`src/rtl/ampl_sweep_pkg.sv`:
```
// Shared types and constants for the amplitude sweep sequencer.
package ampl_sweep_pkg;

    typedef enum logic [2:0] {
        ST_IDLE      = 3'd0,
        ST_READ      = 3'd1,
        ST_LOAD      = 3'd2,
        ST_KICK      = 3'd3,
        ST_WAIT_BUSY = 3'd4,
        ST_WAIT_DONE = 3'd5,
        ST_WRITE     = 3'd6,
        ST_FINISH    = 3'd7
    } sweep_state_e;

    localparam logic [31:0] FP_ZERO     = 32'h0000_0000;
    localparam logic [31:0] FP_MAG_MASK = 32'h7FFF_FFFF;

    // Magnitudes are non-negative floats, so an unsigned compare of the
    // exponent/mantissa field orders them; the sign bit is disregarded.
    function automatic logic mag_gt(input logic [31:0] a, input logic [31:0] b);
        return (a & FP_MAG_MASK) > (b & FP_MAG_MASK);
    endfunction

endpackage

```
`src/rtl/ampl_peak_track.sv`:
```
// Running peak of the magnitudes written during a sweep; ties keep the lower bin.
module ampl_peak_track
    import ampl_sweep_pkg::*;
#(
    parameter int ADDR_W = 10
) (
    input  logic              clk,
    input  logic              n_reset,
    input  logic              clear,
    input  logic              update,
    input  logic [ADDR_W-1:0] bin,
    input  logic [31:0]       val,
    output logic [ADDR_W-1:0] peak_bin,
    output logic [31:0]       peak_val
);

    // peak register: cleared on sweep start, replaced only on a strictly larger magnitude
    always_ff @(posedge clk) begin
        if (n_reset) begin
            peak_bin <= {ADDR_W{1'b0}};
            peak_val <= FP_ZERO;
        end else if (clear) begin
            peak_bin <= {ADDR_W{1'b0}};
            peak_val <= FP_ZERO;
        end else if (update && mag_gt(val, peak_val)) begin
            peak_bin <= bin;
            peak_val <= val;
        end
    end

endmodule

```
`src/rtl/ampl_sweep_ctrl.sv`:
```
// Sweeps a spectrum through the shared amplitude engine one bin at a time,
// writing each magnitude out and tracking the peak bin.
module ampl_sweep_ctrl
    import ampl_sweep_pkg::*;
#(
    parameter int ADDR_W  = 10,
    parameter int DATA_W  = 32,
    parameter int TIMEOUT = 1023
) (
    input  logic              clk,
    input  logic              n_reset,
    input  logic              start,
    input  logic [ADDR_W:0]   n_bins,
    input  logic              abort,
    output logic              busy,
    output logic              done,
    output logic              error,
    output logic [ADDR_W-1:0] peak_bin,
    output logic [31:0]       peak_val,
    output logic              spec_rd_en,
    output logic [ADDR_W-1:0] spec_rd_addr,
    input  logic [DATA_W-1:0] spec_re,
    input  logic [DATA_W-1:0] spec_im,
    output logic              eng_start,
    output logic [DATA_W-1:0] eng_x,
    output logic [DATA_W-1:0] eng_y,
    input  logic [DATA_W-1:0] eng_ampl,
    input  logic              eng_done,
    output logic              mag_wr_en,
    output logic [ADDR_W-1:0] mag_wr_addr,
    output logic [DATA_W-1:0] mag_wr_data
);

    localparam int CNT_W = (TIMEOUT > 1) ? $clog2(TIMEOUT + 1) : 1;
    localparam logic [CNT_W-1:0]  CNT_ZERO = {CNT_W{1'b0}};
    localparam logic [CNT_W-1:0]  CNT_ONE  = {{(CNT_W-1){1'b0}}, 1'b1};
    localparam logic [CNT_W-1:0]  TMO_LAST = CNT_W'(TIMEOUT - 1);
    localparam logic [ADDR_W-1:0] BIN_ZERO = {ADDR_W{1'b0}};
    localparam logic [ADDR_W-1:0] BIN_ONE  = {{(ADDR_W-1){1'b0}}, 1'b1};
    localparam logic [ADDR_W:0]   NB_ZERO  = {(ADDR_W+1){1'b0}};

    sweep_state_e      state_r, state_s;
    logic [ADDR_W-1:0] bin_r, bin_s;
    logic [ADDR_W-1:0] last_r, last_s;
    logic [CNT_W-1:0]  cnt_r;
    logic              start_ok_s;
    logic              waiting_s;
    logic              tmo_s;
    logic              tmo_hit_s;

    assign start_ok_s = (state_r == ST_IDLE) && start;
    assign waiting_s  = (state_r == ST_WAIT_BUSY) || (state_r == ST_WAIT_DONE);
    assign tmo_s      = (cnt_r == TMO_LAST);
    assign tmo_hit_s  = waiting_s && (state_s == ST_FINISH);
    // Requests above the RAM depth clamp to a full sweep.
    assign last_s     = n_bins[ADDR_W] ? {ADDR_W{1'b1}} : (n_bins[ADDR_W-1:0] - BIN_ONE);

    // next-state logic; abort overrides every transition out of a busy state
    always_comb begin
        state_s = state_r;
        if (abort && (state_r != ST_IDLE)) begin
            state_s = ST_IDLE;
        end else begin
            case (state_r)
                ST_IDLE: begin
                    if (start) begin
                        state_s = (n_bins == NB_ZERO) ? ST_FINISH : ST_READ;
                    end else begin
                        state_s = ST_IDLE;
                    end
                end
                ST_READ:  state_s = ST_LOAD;
                ST_LOAD:  state_s = ST_KICK;
                ST_KICK:  state_s = ST_WAIT_BUSY;
                ST_WAIT_BUSY: begin
                    if (!eng_done) begin
                        state_s = ST_WAIT_DONE;
                    end else if (tmo_s) begin
                        state_s = ST_FINISH;
                    end else begin
                        state_s = ST_WAIT_BUSY;
                    end
                end
                ST_WAIT_DONE: begin
                    if (eng_done) begin
                        state_s = ST_WRITE;
                    end else if (tmo_s) begin
                        state_s = ST_FINISH;
                    end else begin
                        state_s = ST_WAIT_DONE;
                    end
                end
                ST_WRITE: begin
                    if (bin_r == last_r) begin
                        state_s = ST_FINISH;
                    end else begin
                        state_s = ST_READ;
                    end
                end
                ST_FINISH: state_s = ST_IDLE;
                default:   state_s = ST_IDLE;
            endcase
        end
    end

    // bin index for the next cycle
    always_comb begin
        bin_s = bin_r;
        if (start_ok_s) begin
            bin_s = BIN_ZERO;
        end else if ((state_r == ST_WRITE) && (state_s == ST_READ)) begin
            bin_s = bin_r + BIN_ONE;
        end else begin
            bin_s = bin_r;
        end
    end

    // control state and strobes, registered from the next state so they line up with it
    always_ff @(posedge clk) begin
        if (n_reset) begin
            state_r    <= ST_IDLE;
            bin_r      <= BIN_ZERO;
            last_r     <= BIN_ZERO;
            cnt_r      <= CNT_ZERO;
            busy       <= 1'b0;
            done       <= 1'b0;
            error      <= 1'b0;
            spec_rd_en <= 1'b0;
            eng_start  <= 1'b0;
            mag_wr_en  <= 1'b0;
        end else begin
            state_r    <= state_s;
            bin_r      <= bin_s;
            busy       <= (state_s != ST_IDLE);
            done       <= (state_s == ST_FINISH);
            spec_rd_en <= (state_s == ST_READ);
            eng_start  <= (state_s == ST_KICK);
            mag_wr_en  <= (state_s == ST_WRITE);
            if (start_ok_s) begin
                last_r <= last_s;
            end
            // One budget spans both engine waits of a bin.
            if (state_r == ST_KICK) begin
                cnt_r <= CNT_ZERO;
            end else if (waiting_s) begin
                cnt_r <= cnt_r + CNT_ONE;
            end
            if (start_ok_s) begin
                error <= 1'b0;
            end else if (tmo_hit_s) begin
                error <= 1'b1;
            end
        end
    end

    // datapath registers: RAM address, engine operands, magnitude write word
    always_ff @(posedge clk) begin
        if (n_reset) begin
            spec_rd_addr <= BIN_ZERO;
            eng_x        <= FP_ZERO;
            eng_y        <= FP_ZERO;
            mag_wr_addr  <= BIN_ZERO;
            mag_wr_data  <= FP_ZERO;
        end else begin
            if (state_s == ST_READ) begin
                spec_rd_addr <= bin_s;
            end
            // Operands stay put until the next bin's load; the engine samples them late.
            if ((state_r == ST_LOAD) && (state_s == ST_KICK)) begin
                eng_x <= spec_re;
                eng_y <= spec_im;
            end
            if (state_s == ST_WRITE) begin
                mag_wr_addr <= bin_r;
                mag_wr_data <= eng_ampl;
            end
        end
    end

    ampl_peak_track #(
        .ADDR_W (ADDR_W)
    ) u_peak (
        .clk      (clk),
        .n_reset  (n_reset),
        .clear    (start_ok_s),
        .update   (state_s == ST_WRITE),
        .bin      (bin_r),
        .val      (eng_ampl),
        .peak_bin (peak_bin),
        .peak_val (peak_val)
    );

endmodule

```
`config.mk`:
```
export PLATFORM = sky130hd
export DESIGN_NAME = ampl_sweep_ctrl
export DESIGN_NICKNAME = d
export VERILOG_FILES = /design/src/rtl/ampl_sweep_pkg.sv /design/src/rtl/ampl_peak_track.sv /design/src/rtl/ampl_sweep_ctrl.sv
export SDC_FILE = /design/constraint.sdc
export NUM_CORES = 1
export LEC_CHECK = 0
export CAP_MARGIN = 0
export CELL_PAD_IN_SITES_DETAIL_PLACEMENT = 1
export CELL_PAD_IN_SITES_GLOBAL_PLACEMENT = 2
export CORE_MARGIN = 2
export CORE_UTILIZATION = 25
export DETAILED_ROUTE_END_ITERATION = 16
export GPL_ROUTABILITY_DRIVEN = 0
export PLACE_DENSITY_LB_ADDON = 0.1
export RECOVER_POWER = 100
export SYNTH_ARGS = -nofsm -noshare
export SYNTH_HDL_FRONTEND = slang
export SYNTH_SLANG_ARGS = --single-unit
```
`constraint.sdc`:
```
create_clock -name clk -period 4.7 [get_ports clk]
set_input_delay 0.47 -clock clk [delete_from_list [all_inputs] [get_ports clk]]
set_output_delay 0.47 -clock clk [all_outputs]
set_load 0.02 [all_outputs]
```
==> results.md, run 1 <==
- Synth Flop Type: dfxtp_1
- Slew Viols, Final: 0
- Rows: 67
- WS Path Type: reg2reg
- Worst-path fanout max: 34
- Syn avg cell area: 8.58 µm²
- Wire length per cell: 16.3 µm
- Stages on worst setup path: 9
- EDFF count, synth: 0
- Period minus WS final: 3.56 ns
- Initial DRT Pass Iterations: 4
- VDD IR-drop max: 239 µV
- Setup crit end kind: register
- Initial antenna violation count: 1
- Gr usage total: 0.157
- Sequential area share after synthesis: 0.458
- Leak: 5.02 nW
- CP delay by family, top: compound AO/OA/AOI/OAI gates
- Worst Path Buf+Inv: 2
- Finished Cell Area: 12300 µm²
- Max Fclk: about 280 MHz
- Sink Count: roughly 200
- Hold Crit Class: reg2reg
- Final number of setup-violating endpoints: 0
- I/O pins: approximately 280
- Slowest cell on crit path: a211oi_1
- Layout Nets: between 1000 and 1500
- MaxCap Viol Count: 0
- Postcts setup bufs: 0
- Number of hold buffers added after cts: 0
- DRC Markers: 0
- Clk Tree Root Cell: clkbuf_16
- PwrDens: 307 nW/µm²
- Status: finished clean
- DR vias: 7548
- Synth Area in XOR/XNOR: 0.0356
- Reg2Reg Depth: 9
- Crit path cell chain: inv_1, ha_1, and3_1, and4_2, a211oi_1, o211ai_4, a311oi_1, buf_4, mux2i_1
- CTS Buffer Depth: 2
- Clk pin slew, worst setup/hold paths: 0.08 ns
- Hold Fails Final Rpt: 0
- Synth Cell Area: 8620 µm²
- First DRT Iteration DRCs: 306
- P&R area growth vs syn: 42.2%
- Grt met3 use: 0.0535
- Final Cycle Share: 0.757
- Worst slew pin tran: 1.43 ns
- Cts bufs inserted: 17
- ANT nets after route: 0
- Number of global-route vias before repair: 7635
- CTS tree: yes
- Synth async-reset ratio: 0
- Placed wire-length estimate: slightly below 20 mm
- Crit start category: register
- Area leader, netlist: dfxtp_1
- RSZ-0062 raised after global routing: no
- Mapped Cells: 1004
- First-pass GRT wire length: ~44 mm
- H-tree levels: 4
- Met1 Use GR: 0.201
- Global routing's busiest layer: met2
- Chip Width: 190 µm
- CP max stage delay: between 0.9 and 1 ns
- Complex-gate fraction of the synthesized area: 0.0957
- Flops & latches, synth: 197
- Latest clock arrival within the worst-skew pair: 0.45 ns
- Worst EP required: 5.07 ns
- Adder-Cell Fraction of Synth Area: 0.0523
- Count of different cell masters after synthesis: 56
- Relative slew slack: 0.0490
- Net Count, Synth: 1152
- Filler cells: between 3000 and 4000
- DIE AREA: approximately 36000 µm²
- Simple-Gate Fraction of Synth Area: 0.204
- Initial Util: 0.256
- Global Route met2 Usage: 0.251
- Die H: 190 µm
- Post-synthesis mux area share: 0.102
- Cell with the most instances after synthesis: nand2_1
- WP data arrival: 3.93 ns
- Largest family of logic cells by synthesized area: simple AND/OR/NAND/NOR gates
- Vias/cell: about 4.4
- Total wire length: 27.8 mm
- Port bufs: 275
- DP Area: 11700 µm²
- Synth warn: 0
- Worst Hold Depth: 2
- Core area: 33700 µm²
- Post-synth top cells: nand2_1 (241), dfxtp_1 (197), a21oi_1 (92)
- Layout Skew: 0.0133 ns
- Dominant cells by area after synthesis: dfxtp_1 (46%), nand2_1 (10%), mux2i_1 (10%)
- CTS-repair resized insts: 0
- Grt ovf: 0
- Share of layout cells above drive strength 1: 0.0375
- Largest net degree at the start of global routing: 91
- Setup TNS Final: 0 ns
- Synth top area share: 0.458
## worst paths after layout
kind                                                       from                         endpoint  slack [ns]
worst max-delay path                      cnt_r[0]$_SDFFE_PP0P_  u_peak.peak_val[7]$_SDFFE_PP0P_        1.14
worst min-delay path            u_peak.peak_bin[4]$_SDFFE_PP0P_  u_peak.peak_bin[4]$_SDFFE_PP0P_        0.45
worst max register to register            cnt_r[0]$_SDFFE_PP0P_  u_peak.peak_val[7]$_SDFFE_PP0P_        1.14
worst min register to register  u_peak.peak_bin[4]$_SDFFE_PP0P_  u_peak.peak_bin[4]$_SDFFE_PP0P_        0.45
## metal layers
metal,vias to the layer above,share of wire
li1,3813,-
met1,3558,0.47
met2,164,0.46
met3,13,0.066
met4,0,0.0095
met5,-,0
## metrics by stage
stage	std cells	power, mW	utilization	setup WS, ns	hold WS, ns
2_1_floorplan	1004	2.05	-	2.23	0.467
3_3_place_gp	1669	2.28	0.347	1.26	0.442
3_5_place_dp	1669	2.28	0.347	1.12	0.447
4_1_cts	1701	3.86	0.365	1.61	0.457
5_1_grt	1701	3.97	0.364	0.780	0.475
6_report	1702	3.77	0.364	1.14	0.452
## sequential cells by signal, summed over array words and instances (netlist names), 32 cells and up
signal	flops
eng_x	32
eng_y	32
mag_wr_data	32
u_peak.peak_val	32
## tightest hold or removal path: stages, from the launching register on
cell	delay, ns
dfxtp_1	0.31
nand2_1	0.05
mux2i_1	0.05
## layout by cell type, fill, tap and decap left out, types with 12 or more instances in the layout
cell,count
dlygate4sd3_1,164
xor2_1,14
nand2_1,241
mux2i_1,87
clkdlybuf4s50_1,110
dfxtp_1,197
or3_1,14
nand4_1,12
clkbuf_16,17
inv_1,40
o21ai_0,14
nor2_1,80
xnor2_1,21
ha_1,36
a21oi_1,92
## power by group
part	total, mW	switching, mW	leakage, nW	internal (mW)
Clock	1.55	0.734	0.288	0.817
Combinational	0.477	0.259	3.14	0.217
Sequential	1.74	0.0279	1.59	1.71
## cell type report
type | count | area (µm²) | area share
Multi-Input combinational cell | 701 | 4200 | 0.342
Sequential cell | 197 | 3940 | 0.322
Timing Repair Buffer | 283 | 2800 | 0.228
Tap cell | 448 | 561 | 0.0457
Clock buffer | 18 | 439 | 0.0358
Clock inverter | 14 | 166 | 0.0136
Inverter | 40 | 150 | 0.0122
Antenna cell | 1 | 2.50 | 0.000204
## logic make-up after synthesis
group	count (synthesis)
buffers and inverters	106
AOI/OAI and AO/OA	140
muxes	88
adders and majority gates	36
and+or+nand+nor	402
xor gates and xnor gates	35
DFF	197
Note: power is estimated with default switching activity, not from simulation.
==> run 2, diff against run 1 <==
--- a/config.mk
+++ b/config.mk
@@ -9,7 +9,7 @@
 export CELL_PAD_IN_SITES_DETAIL_PLACEMENT = 1
 export CELL_PAD_IN_SITES_GLOBAL_PLACEMENT = 2
 export CORE_MARGIN = 2
-export CORE_UTILIZATION = 25
+export CORE_UTILIZATION = 24
 export DETAILED_ROUTE_END_ITERATION = 16
 export GPL_ROUTABILITY_DRIVEN = 0
 export PLACE_DENSITY_LB_ADDON = 0.1
==> constraint.sdc (replaced) <==
create_clock -name clk -period 2.85 [get_ports clk]
set_input_delay 0.285 -clock clk [delete_from_list [all_inputs] [get_ports clk]]
set_output_delay 0.285 -clock clk [all_outputs]
set_load 0.02 [all_outputs]
==> results.md, run 2 (synthesis results as in run 1) <==
- Psw: 1.66 mW (+62%)
- Sw Ratio: 0.266 (-0.00529)
- Placed wire-length estimate: 20.9 mm (+7.3%)
- Number of hold buffers added after cts: 0 (unchanged)
- Most used cell, CP: buf_4
- Vias/cell: 4.39 (-0.90%)
- WS Path Type: reg2reg
- WP data arrival: 2.99 ns (-0.94 ns)
- Initial antenna violation count: 0 (-1)
- Cts bufs inserted: 17 (unchanged)
- Placed cells: 1736 (+4.0%)
- First DRT Iteration DRCs: 185 (-40%)
- DP Area: 12200 µm² (+4.1%)
- Hold Crit Class: in2reg
- Reg power frac: 0.459 (-0.002)
- Chip Width: 193 µm (+2.0%)
- First-pass GRT wire length: 46.3 mm (+4.9%)
- RSZ-0062 raised after global routing: no
- Latest clock arrival within the worst-skew pair: 0.45 ns (about the same)
- Worst Path Buf+Inv: 3 (+1)
- Relative slew slack: 0.0840 (+0.0350)
- Stages on worst setup path: 9 (unchanged)
- Reg2Reg Depth: 9 (unchanged)
- DIE AREA: 37400 µm² (+4.1%)
- Max Fclk: 383 MHz (+36%)
- Crit path cell chain: buf_4, and3b_4, nand4_4, nor3_1, o211ai_4, a311oi_4, buf_4, buf_6, mux2i_1
- Slew Viols, Final: 0 (unchanged)
- Leak: 5.29 nW (+5.3%)
- Clk Tree Root Cell: clkbuf_16
- Layout Nets: 1444 (+4.0%)
- DRC Markers: 0 (unchanged)
- ANT nets after route: 0 (unchanged)
- MaxCap Viol Count: 0 (unchanged)
- Most frequent cells in the layout: nand2_1 (241), dfxtp_1 (197), dlygate4sd3_1 (165)
- I/O pins: 276 (unchanged)
- Filler cells: 4138 (+5.2%)
- Core area: 35500 µm² (+5.3%)
- PwrDens: 490 nW/µm² (+59%)
- Hold WS: 0.308 ns (-0.144 ns)
- DR vias: 7779 (+3.1%)
- Post-Layout Cell Count: 1770 (+4.0%)
- VDD IR-drop max: 420 µV (+75%)
- Largest net degree at the start of global routing: 87 (-4.4%)
- WHS Endpoint: spec_rd_en$_SDFF_PP0_
- Layout Skew: 0.0101 ns (-0.00316 ns)
- Number of global-route vias before repair: 8164 (+6.9%)
- Worst slew pin tran: 1.37 ns (-0.0526 ns)
- P_int: 4.58 mW (+67%)
- Final number of setup-violating endpoints: 0 (unchanged)
- Clock power frac: 0.402 (-0.010)
- DP Worst Slack: -0.132 ns (-1.25 ns)
- Worst Hold Depth: 2 (unchanged)
- Grt ovf: 0 (unchanged)
- Share of layout cells above drive strength 1: 0.0756 (+0.0381)
- Finished Cell Area: 12700 µm² (+4.0%)
- Rows: 69 (+3.0%)
- R2R Path End: u_peak.peak_val[13]$_SDFFE_PP0P_
- CTS Buffer Depth: 2 (unchanged)
- Initial Util: 0.243 (-0.0128)
- Final Cycle Share: 0.916 (+0.159)
- # diodes: 0 (-1)
- PnR worst setup slack: 0.239 ns (-0.904 ns)
- CTS tree: yes
- Wire length per cell: 16.5 µm (+0.90%)
- Status: finished clean
- Setup crit end kind: register
- CP delay by family, top: simple AND/OR/NAND/NOR gates
- H-tree levels: 4 (unchanged)
- Hold_sp: n_reset
- Initial DRT Pass Iterations: 4 (unchanged)
- Crit start category: register
- Sink Count: 197 (unchanged)
- Total wire length: 29.1 mm (+4.9%)
- Port bufs: 275 (unchanged)
- Total Power: 6.24 mW (+66%)
- Post-layout util: 0.359 (-0.00459)
- Worst EP required: 3.22 ns (-1.85 ns)
- CP max stage delay: 0.53 ns (-0.43 ns)
- R2R setup slack: 0.24 ns (-0.90 ns)
- Most common cell after layout, fill and taps aside: nand2_1
- Combinational Power Share: 0.139 (+0.012)
- Reg2reg start: state_r[2]$_SDFF_PP0_
- Hold Fails Final Rpt: 0 (unchanged)
- Slowest cell on crit path: nor3_1
- Gr usage total: 0.157 (+0.000708)
- Clk pin slew, worst setup/hold paths: 0.08 ns (about the same)
- Setup TNS Final: 0 ns (unchanged)
- Die H: 193 µm (+2.0%)
- P&R area growth vs syn: 47.9%
- Worst-path fanout max: 12 (-65%)
- Period minus WS final: 2.61 ns (-0.946 ns)
run 2: cell count changes in the layout (fill, tap and decap cells not counted), sizes merged:
cell and delta:
clkbuf +8, clkdlybuf4s50 -1, clkinv +1, diode -1, buf +51, clkinvlp +1, dlygate4sd3 +1, inv -5
run 2: per-layer routing:
metal / track usage / wire (µm) / vias to the layer above
met3: 0.0542 / 1830 / 20
met5: 0 / 0 / -
met1: 0.196 / 13100 / 3663
li1: - / - / 3919
met4: 0.0424 / 471 / 0
met2: 0.258 / 13700 / 177
run 2: power by group through the flow:
stage	Combinational [mW]	Clock, mW	Sequential [mW]
after floorplan	0.395	0	2.98
final	0.864	2.51	2.86
after global placement	0.901	0	2.93
after global routing	0.957	2.72	2.87
after detailed placement	0.904	0	2.93
after CTS	0.910	2.63	2.87
run 2: cell type report:
class,count,area [µm²],share of cell area
Multi-Input combinational cell,701,4220,0.332
Inverter,40,150,0.0118
Tap cell,461,577,0.0453
Clock inverter,11,126,0.00992
Timing Repair Buffer,339,3260,0.256
Sequential cell,197,3940,0.310
Clock buffer,21,460,0.0361
run 2: what timing repair did:
item                       CTS  global route
setup endpoints to repair    0            38
resized for setup            0             1
buffers inserted             0             1
run 2: worst max path at each step:
stage | from | to | slack (ns)
3_3_place_gp | eng_ampl[9] | u_peak.peak_bin[6]$_SDFFE_PP0P_ | -0.08
5_1_grt | state_r[2]$_SDFF_PP0_ | mag_wr_data[6]$_SDFFE_PP0P_ | 0.008
6_report | state_r[2]$_SDFF_PP0_ | u_peak.peak_val[13]$_SDFFE_PP0P_ | 0.24
4_1_cts | cnt_r[0]$_SDFFE_PP0P_ | mag_wr_data[6]$_SDFFE_PP0P_ | 0.20
3_5_place_dp | eng_ampl[29] | u_peak.peak_bin[8]$_SDFFE_PP0P_ | -0.13
2_1_floorplan | u_peak.peak_val[30]$_SDFFE_PP0P_ | u_peak.peak_bin[5]$_SDFFE_PP0P_ | 0.38
